==> config.mk <==
export PLATFORM = sky130hd
export DESIGN_NAME = btn_debounce_multi
export DESIGN_NICKNAME = d
export VERILOG_FILES = /design/src/rtl/btn_debounce_multi.sv
export SDC_FILE = /design/constraint.sdc
export NUM_CORES = 1
export LEC_CHECK = 0
export ABC_CLOCK_PERIOD_IN_PS = 1490
export CORE_UTILIZATION = 50
export DETAILED_ROUTE_END_ITERATION = 10
export GPL_ROUTABILITY_DRIVEN = 0
export PLACE_DENSITY = 0.74
export SLEW_MARGIN = 20
export SYNTH_ARGS = -nofsm -noshare
export SYNTH_HDL_FRONTEND = slang
export SYNTH_SLANG_ARGS = --single-unit
==> constraint.sdc <==
create_clock -name clk -period 1.49 [get_ports clk]
set_input_delay 0.447 -clock clk [delete_from_list [all_inputs] [get_ports clk]]
set_output_delay 0.447 -clock clk [all_outputs]
set_load 0.01 [all_outputs]
==> src/rtl/btn_debounce_multi.sv <==
// Multi-channel button/switch conditioner.
// Each channel: N-flop synchroniser, optional polarity inversion, symmetric
// saturating-count debounce, registered rise/fall strobes and an optional
// long-press (hold) strobe. Channels are fully independent.
module btn_debounce_multi #(
    parameter int CHANNELS        = 4,
    parameter int SYNC_STAGES     = 3,
    parameter int DEBOUNCE_CYCLES = 100,
    parameter int HOLD_CYCLES     = 0,
    parameter int ACTIVE_LOW      = 0
) (
    input  logic                clk,
    input  logic                rstn,
    input  logic [CHANNELS-1:0] din,
    output logic [CHANNELS-1:0] dout,
    output logic [CHANNELS-1:0] rise,
    output logic [CHANNELS-1:0] fall,
    output logic [CHANNELS-1:0] hold
);

    localparam int              CNT_W    = $clog2(DEBOUNCE_CYCLES + 1);
    localparam logic [CNT_W-1:0] CNT_LAST = CNT_W'(DEBOUNCE_CYCLES - 1);
    localparam logic [CNT_W-1:0] CNT_ONE  = CNT_W'(1);
    localparam logic             INV      = (ACTIVE_LOW != 0);

    for (genvar ch = 0; ch < CHANNELS; ch++) begin : g_ch
        logic [SYNC_STAGES-1:0] sync_q;
        logic [CNT_W-1:0]       cnt;
        logic                   dout_q;
        logic                   rise_q;
        logic                   fall_q;
        logic                   s;
        logic                   flip;
        logic                   falling;

        // Polarity is applied after the last sync flop so the chain stays plain flops.
        assign s       = sync_q[SYNC_STAGES-1] ^ INV;
        // Level changes on the sample that completes the run of disagreeing samples.
        assign flip    = (s != dout_q) && (cnt == CNT_LAST);
        assign falling = flip && !s;

        // Synchroniser chain: no logic between stages.
        always_ff @(posedge clk or negedge rstn) begin
            if (!rstn) begin
                sync_q <= '0;
            end else begin
                sync_q <= {sync_q[SYNC_STAGES-2:0], din[ch]};
            end
        end

        // Debounce counter and registered level/edge strobes.
        always_ff @(posedge clk or negedge rstn) begin
            if (!rstn) begin
                cnt    <= '0;
                dout_q <= 1'b0;
                rise_q <= 1'b0;
                fall_q <= 1'b0;
            end else begin
                rise_q <= flip && s;
                fall_q <= falling;
                if (s == dout_q) begin
                    cnt <= '0;
                end else if (cnt == CNT_LAST) begin
                    dout_q <= s;
                    cnt    <= '0;
                end else begin
                    cnt <= cnt + CNT_ONE;
                end
            end
        end

        assign dout[ch] = dout_q;
        assign rise[ch] = rise_q;
        assign fall[ch] = fall_q;

        if (HOLD_CYCLES > 0) begin : g_hold
            localparam int            H_W   = $clog2(HOLD_CYCLES + 1);
            localparam logic [H_W-1:0] H_MAX = H_W'(HOLD_CYCLES);
            localparam logic [H_W-1:0] H_PRE = H_W'(HOLD_CYCLES - 1);
            localparam logic [H_W-1:0] H_ONE = H_W'(1);

            logic [H_W-1:0] hcnt;
            logic           hold_q;

            // Long-press timer; saturation makes the strobe fire once per press,
            // and a release landing on the terminal cycle suppresses it.
            always_ff @(posedge clk or negedge rstn) begin
                if (!rstn) begin
                    hcnt   <= '0;
                    hold_q <= 1'b0;
                end else if (!dout_q) begin
                    hcnt   <= '0;
                    hold_q <= 1'b0;
                end else begin
                    hold_q <= (hcnt == H_PRE) && !falling;
                    if (hcnt != H_MAX) begin
                        hcnt <= hcnt + H_ONE;
                    end
                end
            end

            assign hold[ch] = hold_q;
        end else begin : g_no_hold
            assign hold[ch] = 1'b0;
        end
    end

endmodule

==> Implementation_results.wiki <==
{| class="wikitable"
! Metric !! Value
|-
| Outcome || finished with violations
|-
| Violations in the final reports || negative setup slack
|-
| Final period demand of the worst path || 1.61 ns
|-
| Library cells used by synthesis || 22
|-
| Instance count after placement with tap cells included || 249
|-
| CP Capture Type || flip-flop
|-
| Stages on the worst setup path || 3
|-
| Share of synthesized area occupied by flip-flops and latches || 0.607
|-
| Pins over their slew limit || 0
|-
| Power density relative to cell area || 937 nW/um^2
|-
| Core Box Area || 4060 um^2
|-
| Via count of the first global-routing pass || 1307
|-
| Number of buffers inserted during clock tree synthesis || 5
|-
| All-layer global routing usage || 0.176
|-
| Final Total Pwr || 0.00244 W
|-
| Core Rows || 23
|-
| Seq cells post-synth || 52
|-
| Peak supply drop || 0.607 mV
|-
| Critical-path maximum fanout || 3
|-
| Max Clock Skew || 0.00784 ns
|-
| Endpoint required time on the critical path || 1.68 ns
|-
| Combinational power share || 0.063
|-
| Clock insertion delay at the later pin of the skew report || 0.30 ns
|-
| Synthesis-to-finish area growth || 21.4%
|-
| Switching share of power || 0.218
|-
| Total cell area at the placement stage || 2410 um^2
|-
| Antenna Cells || 0
|-
| Antenna violations before repair || 0
|-
| Arrival time of data at the critical path endpoint || 1.79 ns
|-
| CP startpoint kind || flip-flop
|-
| Cell class contributing the biggest share of worst-path delay || simple AND/OR/NAND/NOR gates
|-
| Critical Path Slowest Stage Cell || sky130_fd_sc_hd__or4b_4
|-
| Clock transition at the registers of the reported paths || 0.09 ns
|-
| GRT Residual Overflow || 0
|-
| Cell Int Power || 0.00190 W
|-
| Final setup slack of the worst path || -0.116 ns
|-
| NumNets Final || 223
|-
| Post-route antenna net violation count || 0
|-
| Number of remaining DRC errors || 0
|-
| Leakage power || 1.23 nW
|-
| Sequential share of power || 0.610
|-
| CTS tree || yes
|-
| Share of the clock period used by the worst path || 1.08
|-
| Final Cell Area || 2600 um^2
|-
| DRT iter0 DRCs || 47
|-
| Peak clock frequency supported by timing || 622 MHz
|-
| Post-synthesis instance area || 2140 um^2
|-
| Clk sink count || 52
|-
| Library cell used as clock root buffer || sky130_fd_sc_hd__clkbuf_8
|-
| Setup slack at placement || -0.103 ns
|-
| Ports placed on the boundary || 22
|-
| H-tree depth || 2
|-
| TritonRoute pass-1 iters || 4
|-
| Die Outline Area || 4550 um^2
|-
| Yosys Warn Count || 0
|-
| Quantity of I/O buffers inserted on ports || 17
|-
| Aggregate routed wire length || 3440 um
|-
| Mean post-synth cell area || 12.1 um^2
|-
| Vias after detailed routing || 1367
|-
| Hold-fix buffer count after cts || 0
|-
| Average wire per cell in the routed design || 13.0 um
|-
| Non-filler instance count after layout || 264
|-
| Total negative setup slack || -0.492 ns
|-
| Effective utilization at floorplan || 0.528
|-
| Number of cells on the worst reg-to-reg path || 3
|-
| Clock network fraction of design power || 0.327
|-
| Type of the worst min-delay path || in2async
|-
| Post-detailed-placement half-perimeter wirelength || 2370 um
|-
| Routed via count divided by cell count || 5.18
|-
| Share of layout cells above drive strength 1 || 0.243
|-
| CTS Buffer Depth || 2
|-
| Horizontal extent of the die || 67.5 um
|-
| Synthesized netlist cell count || 177
|-
| Critical-path cell list || or4b_4 > or2_4 > mux2_4
|-
| Die boundary height || 67.5 um
|-
| Global-route wire length before repair || 5790 um
|-
| Net switching power || 0.000531 W
|-
| Number of buffers and inverters on the critical path || 0
|-
| CP peak stage delay || 0.54 ns
|-
| Final count of hold timing violations || 0
|-
| Max capacitance violation total || 0
|-
| Setup Crit Path Kind || reg2reg
|-
| Maximum number of pins on one net before global-route repair || 53
|-
| Total setup violations reported at the end of the flow || 9
|-
| RSZ-0062 raised after global routing || yes
|}
flip-flops by register name, indices dropped and copies added (netlist names):
register,flops
g_ch.sync_q,12
g_ch.rise_q,4
g_ch.cnt,28
g_ch.dout_q,4
g_ch.fall_q,4
power groups by stage:
| stage | logic, W | registers (W) | clock network (W) |
|---|---|---|---|
| 6_report | 0.000154 | 0.00149 | 0.000797 |
| 5_1_grt | 0.000175 | 0.00149 | 0.000908 |
| 4_1_cts | 0.000140 | 0.00149 | 0.000831 |
| 3_5_place_dp | 0.000133 | 0.00151 | 0 |
| 3_3_place_gp | 0.000130 | 0.00151 | 0 |
| 2_1_floorplan | 0.0000633 | 0.00151 | 0 |
cells in the final DEF (no fill, tap or decap), types with 2 or more instances in the layout:
master                             n
sky130_fd_sc_hd__conb_1            4
sky130_fd_sc_hd__nor3b_2           6
sky130_fd_sc_hd__nor3b_1           2
sky130_fd_sc_hd__dfrtp_1          52
sky130_fd_sc_hd__o21ai_1           2
sky130_fd_sc_hd__clkdlybuf4s50_1   4
sky130_fd_sc_hd__nor2_1           12
sky130_fd_sc_hd__buf_4            21
sky130_fd_sc_hd__buf_6             3
sky130_fd_sc_hd__mux2_4            3
sky130_fd_sc_hd__nand2_1           8
sky130_fd_sc_hd__ha_1              4
sky130_fd_sc_hd__and2_1            4
sky130_fd_sc_hd__a21oi_1           9
sky130_fd_sc_hd__and3_4            3
sky130_fd_sc_hd__clkbuf_8          6
sky130_fd_sc_hd__xnor2_1           6
sky130_fd_sc_hd__or4b_4            2
sky130_fd_sc_hd__or2_4             3
sky130_fd_sc_hd__xor2_1            9
sky130_fd_sc_hd__or3_1             8
sky130_fd_sc_hd__dlygate4sd2_1    12
sky130_fd_sc_hd__nand2b_1          2
sky130_fd_sc_hd__o21ai_0          10
sky130_fd_sc_hd__nand3_1          11
kinds of logic (layout without fill, tap and decap cells):
| kind of cell | count (synthesis) | after routing | share of synthesized area |
|---|---|---|---|
| fa+ha+maj | 4 | 4 | 0.0234 |
| flops | 52 | 52 | 0.607 |
| other cells | 1 | 4 | 0.00175 |
| mux | 4 | 4 | 0.0263 |
| compound gates | 21 | 21 | 0.0491 |
| xor+xnor | 15 | 15 | 0.0613 |
| simple gates | 64 | 64 | 0.175 |
| buf+inv | 16 | 50 | 0.0561 |
synthesized netlist by cell type:
master | n | area (um^2)
sky130_fd_sc_hd__xor2_1 | 9 | 78.8
sky130_fd_sc_hd__dfrtp_1 | 52 | 1300
sky130_fd_sc_hd__a21oi_1 | 9 | 45.0
sky130_fd_sc_hd__buf_4 | 16 | 120
sky130_fd_sc_hd__mux2_2 | 1 | 11.3
sky130_fd_sc_hd__nand2_1 | 8 | 30.0
sky130_fd_sc_hd__xnor2_1 | 6 | 52.6
sky130_fd_sc_hd__nand4bb_1 | 1 | 11.3
sky130_fd_sc_hd__or2_4 | 3 | 26.3
sky130_fd_sc_hd__or2_2 | 1 | 6.26
sky130_fd_sc_hd__and2_1 | 4 | 25.0
sky130_fd_sc_hd__nor3b_1 | 8 | 60.1
sky130_fd_sc_hd__mux2_4 | 3 | 45.0
sky130_fd_sc_hd__or4b_1 | 3 | 30.0
sky130_fd_sc_hd__or3_1 | 8 | 50.1
sky130_fd_sc_hd__conb_1 | 1 | 3.75
sky130_fd_sc_hd__ha_1 | 4 | 50.1
sky130_fd_sc_hd__o21ai_0 | 12 | 60.1
sky130_fd_sc_hd__nand3_1 | 11 | 55.1
sky130_fd_sc_hd__and3_2 | 3 | 22.5
sky130_fd_sc_hd__nor2_1 | 12 | 45.0
sky130_fd_sc_hd__nand2b_1 | 2 | 12.5
cell type report:
| cell class | instances | area (um^2) |
|---|---|---|
| multi-input combinational | 112 | 781 |
| timing repair buffer | 42 | 362 |
| clock buffer | 7 | 86.3 |
| fill | 310 | 1460 |
| tap | 50 | 62.6 |
| sequential | 52 | 1300 |
| clock inverter | 1 | 7.51 |
worst paths after layout:
kind / to / from / slack, ns
worst max-delay path: g_ch[3].dout_q / g_ch[3].cnt[2] / -0.12
worst min-delay path: g_ch[1].cnt[2] / rstn / 0.13
worst max register to register: g_ch[3].dout_q / g_ch[3].cnt[2] / -0.12
worst min register to register: g_ch[2].sync_q[2] / g_ch[2].sync_q[1] / 0.35
max in group asynchronous: g_ch[3].cnt[6] / rstn / 1.15
min in group clk: g_ch[2].sync_q[2] / g_ch[2].sync_q[1] / 0.35
stage by stage:
| step | hold WS (ns) | utilization |
|---|---|---|
| 2_1_floorplan | 0.151 | - |
| 3_3_place_gp | 0.334 | 0.594 |
| 3_5_place_dp | 0.337 | 0.594 |
| 4_1_cts | 0.125 | 0.631 |
| 5_1_grt | 0.125 | 0.641 |
| 6_report | 0.127 | 0.641 |
worst register-to-register path, cell delays in order (launching register included):
cell,delay (ns)
sky130_fd_sc_hd__dfrtp_1,0.40
sky130_fd_sc_hd__or4b_4,0.54
sky130_fd_sc_hd__or2_4,0.26
sky130_fd_sc_hd__mux2_4,0.29
per-layer routing:
layer,up-vias,wire (um),track usage
li1,657,-,-
met1,679,1500,0.212
met2,24,1780,0.291
met3,7,82,0.0524
met4,0,72,0.0771
met5,-,0,0
timing repair:
action | CTS | global route
pin swaps | 7 | 1
endpoints found under the setup margin | 25 | 22
gates resized for setup | 24 | 4
buffers inserted | 3 | 4
(Power assumes the default switching activity.)
==> edit: new RTL, config.mk and constraints unchanged <==
Set the parameter `DEBOUNCE_CYCLES` to 200 (it was 100).
--- a/src/rtl/btn_debounce_multi.sv
+++ b/src/rtl/btn_debounce_multi.sv
@@ -6,5 +6,5 @@
     parameter int CHANNELS        = 4,
     parameter int SYNC_STAGES     = 3,
-    parameter int DEBOUNCE_CYCLES = 100,
+    parameter int DEBOUNCE_CYCLES = 200,
     parameter int HOLD_CYCLES     = 0,
     parameter int ACTIVE_LOW      = 0
Formal check against the unedited RTL: same outputs for any inputs over 10 cycles, from zero or initial values and one cycle with rstn low; that may be too few to reach the edited logic, so the function may still have changed.
==> edit against the unedited design <==
- the flow finishes with violations (design-rule violations)
- power increased by 6.5%
- routed wire length down 2.7%
- count of clock-buffer cells in the layout is 1 lower
- combinational power is 11% lower
- register-to-register slack improved by 0.21 ns
- area after synthesis rose by 12%
- sequential power is 7% higher
- sequential cell count rose by 4
- design area rose by 2.9%
- setup slack improved by 0.18 ns
- largest power group unchanged
- highest routed layer unchanged
==> edit: results (changes against the unedited design) <==
Timing
  – Crit path time final: 1.43 ns (was 1.61 ns)
  – Clk_skew: 0.0112 ns (was 0.00784 ns)

Power
  – Clk. pwr: 853 uW (was 797 uW)
  – Static Leak: 0.00123 uW (about the same)

Synthesis
  – Mux share of post-synthesis cell area: 0.0235 (was 0.0263)
  – Sequential-to-total area share from yosys stat: 0.584 (was 0.607)
  – XOR/XNOR Fraction of Synth Area: 0.0584 (was 0.0613)
  – Synth cell count leaders: 56 x dfrtp_1, 21 x nor2_1, 16 x buf_4, 16 x nand3_1 (was 52 x dfrtp_1, 16 x buf_4, 12 x nor2_1, 12 x o21ai_0, 11 x nand3_1)
  – Compound-gate portion of the synthesized area: 0.0699 (was 0.0491)

Routing
  – WL met3: 113 um (was 82 um)
  – Routed WL: 3350 um (was 3440 um)
  – DRC: 1 (was 0)

Setup path
  – Largest delay share family, worst path: flip-flops (was simple AND/OR/NAND/NOR gates)
  – Crit-path max FO: 2 (was 3)
  – R2R depth: 4 (was 3)
  – Slowest cell on crit path: dfrtp_1 (was or4b_4)
  – Worst Path Arrival: 0.98 ns (was 1.79 ns)
  – R2R Path Start: g_ch[2].cnt[0] (was g_ch[3].cnt[2])

Global route
  – Met2 Use GR: 0.241 (was 0.291)
  – First-pass GRT wire length: 6020 um (was 5790 um)

Finish
  – Sequential cell area: 1400 um2 (was 1300 um2)
  – Seq_cells: 56 (was 52)
  – Clk tree area frac: 0.0365 (was 0.0361)
  – Final cell count without fillers: 280 (was 264)
  – Clock buf count: 6 (was 7)
  – Inverters, non-clock: 7 (was 0)

Floorplan
  – # rows: 24 (was 23)

Place
  – Post-DP HPWL: 2270 um (was 2370 um)
  – Placement Cell Area: 2580 um2 (was 2410 um2)
  – Dpl cells: 270 (was 249)

Status
  – Failing checks: design-rule violations (was negative setup slack)
  – Status: complete, but fails checks (unchanged)
## edit: cell count changes after synthesis, sizes merged, moves of 3 or more
cell | before | now
nand4 | 0 | 4
inv | 0 | 7
or2 | 4 | 0
and2 | 4 | 1
and4b | 0 | 4
nand2 | 8 | 5
or4b | 3 | 0
a21oi | 9 | 12
a31o | 0 | 3
nand3 | 11 | 19
dfrtp | 52 | 56
or3 | 8 | 12
nor2 | 12 | 21
## edit: worst max-delay path by stage
stage                   start  cells after the start             end
2_1_floorplan  g_ch[0].cnt[0]                      4  g_ch[0].dout_q
3_3_place_gp   g_ch[0].dout_q                      1         dout[0]
3_5_place_dp   g_ch[0].dout_q                      1         dout[0]
4_1_cts        g_ch[1].dout_q                      1         dout[1]
5_1_grt        g_ch[1].dout_q                      1         dout[1]
6_report       g_ch[1].dout_q                      1         dout[1]
## edit: what timing repair did
item	in CTS	in global routing
buffers inserted	1	1
resized for setup	12	0
hold endpoints to repair	0	0
endpoints found under the setup margin	12	1
gates cloned	0	0
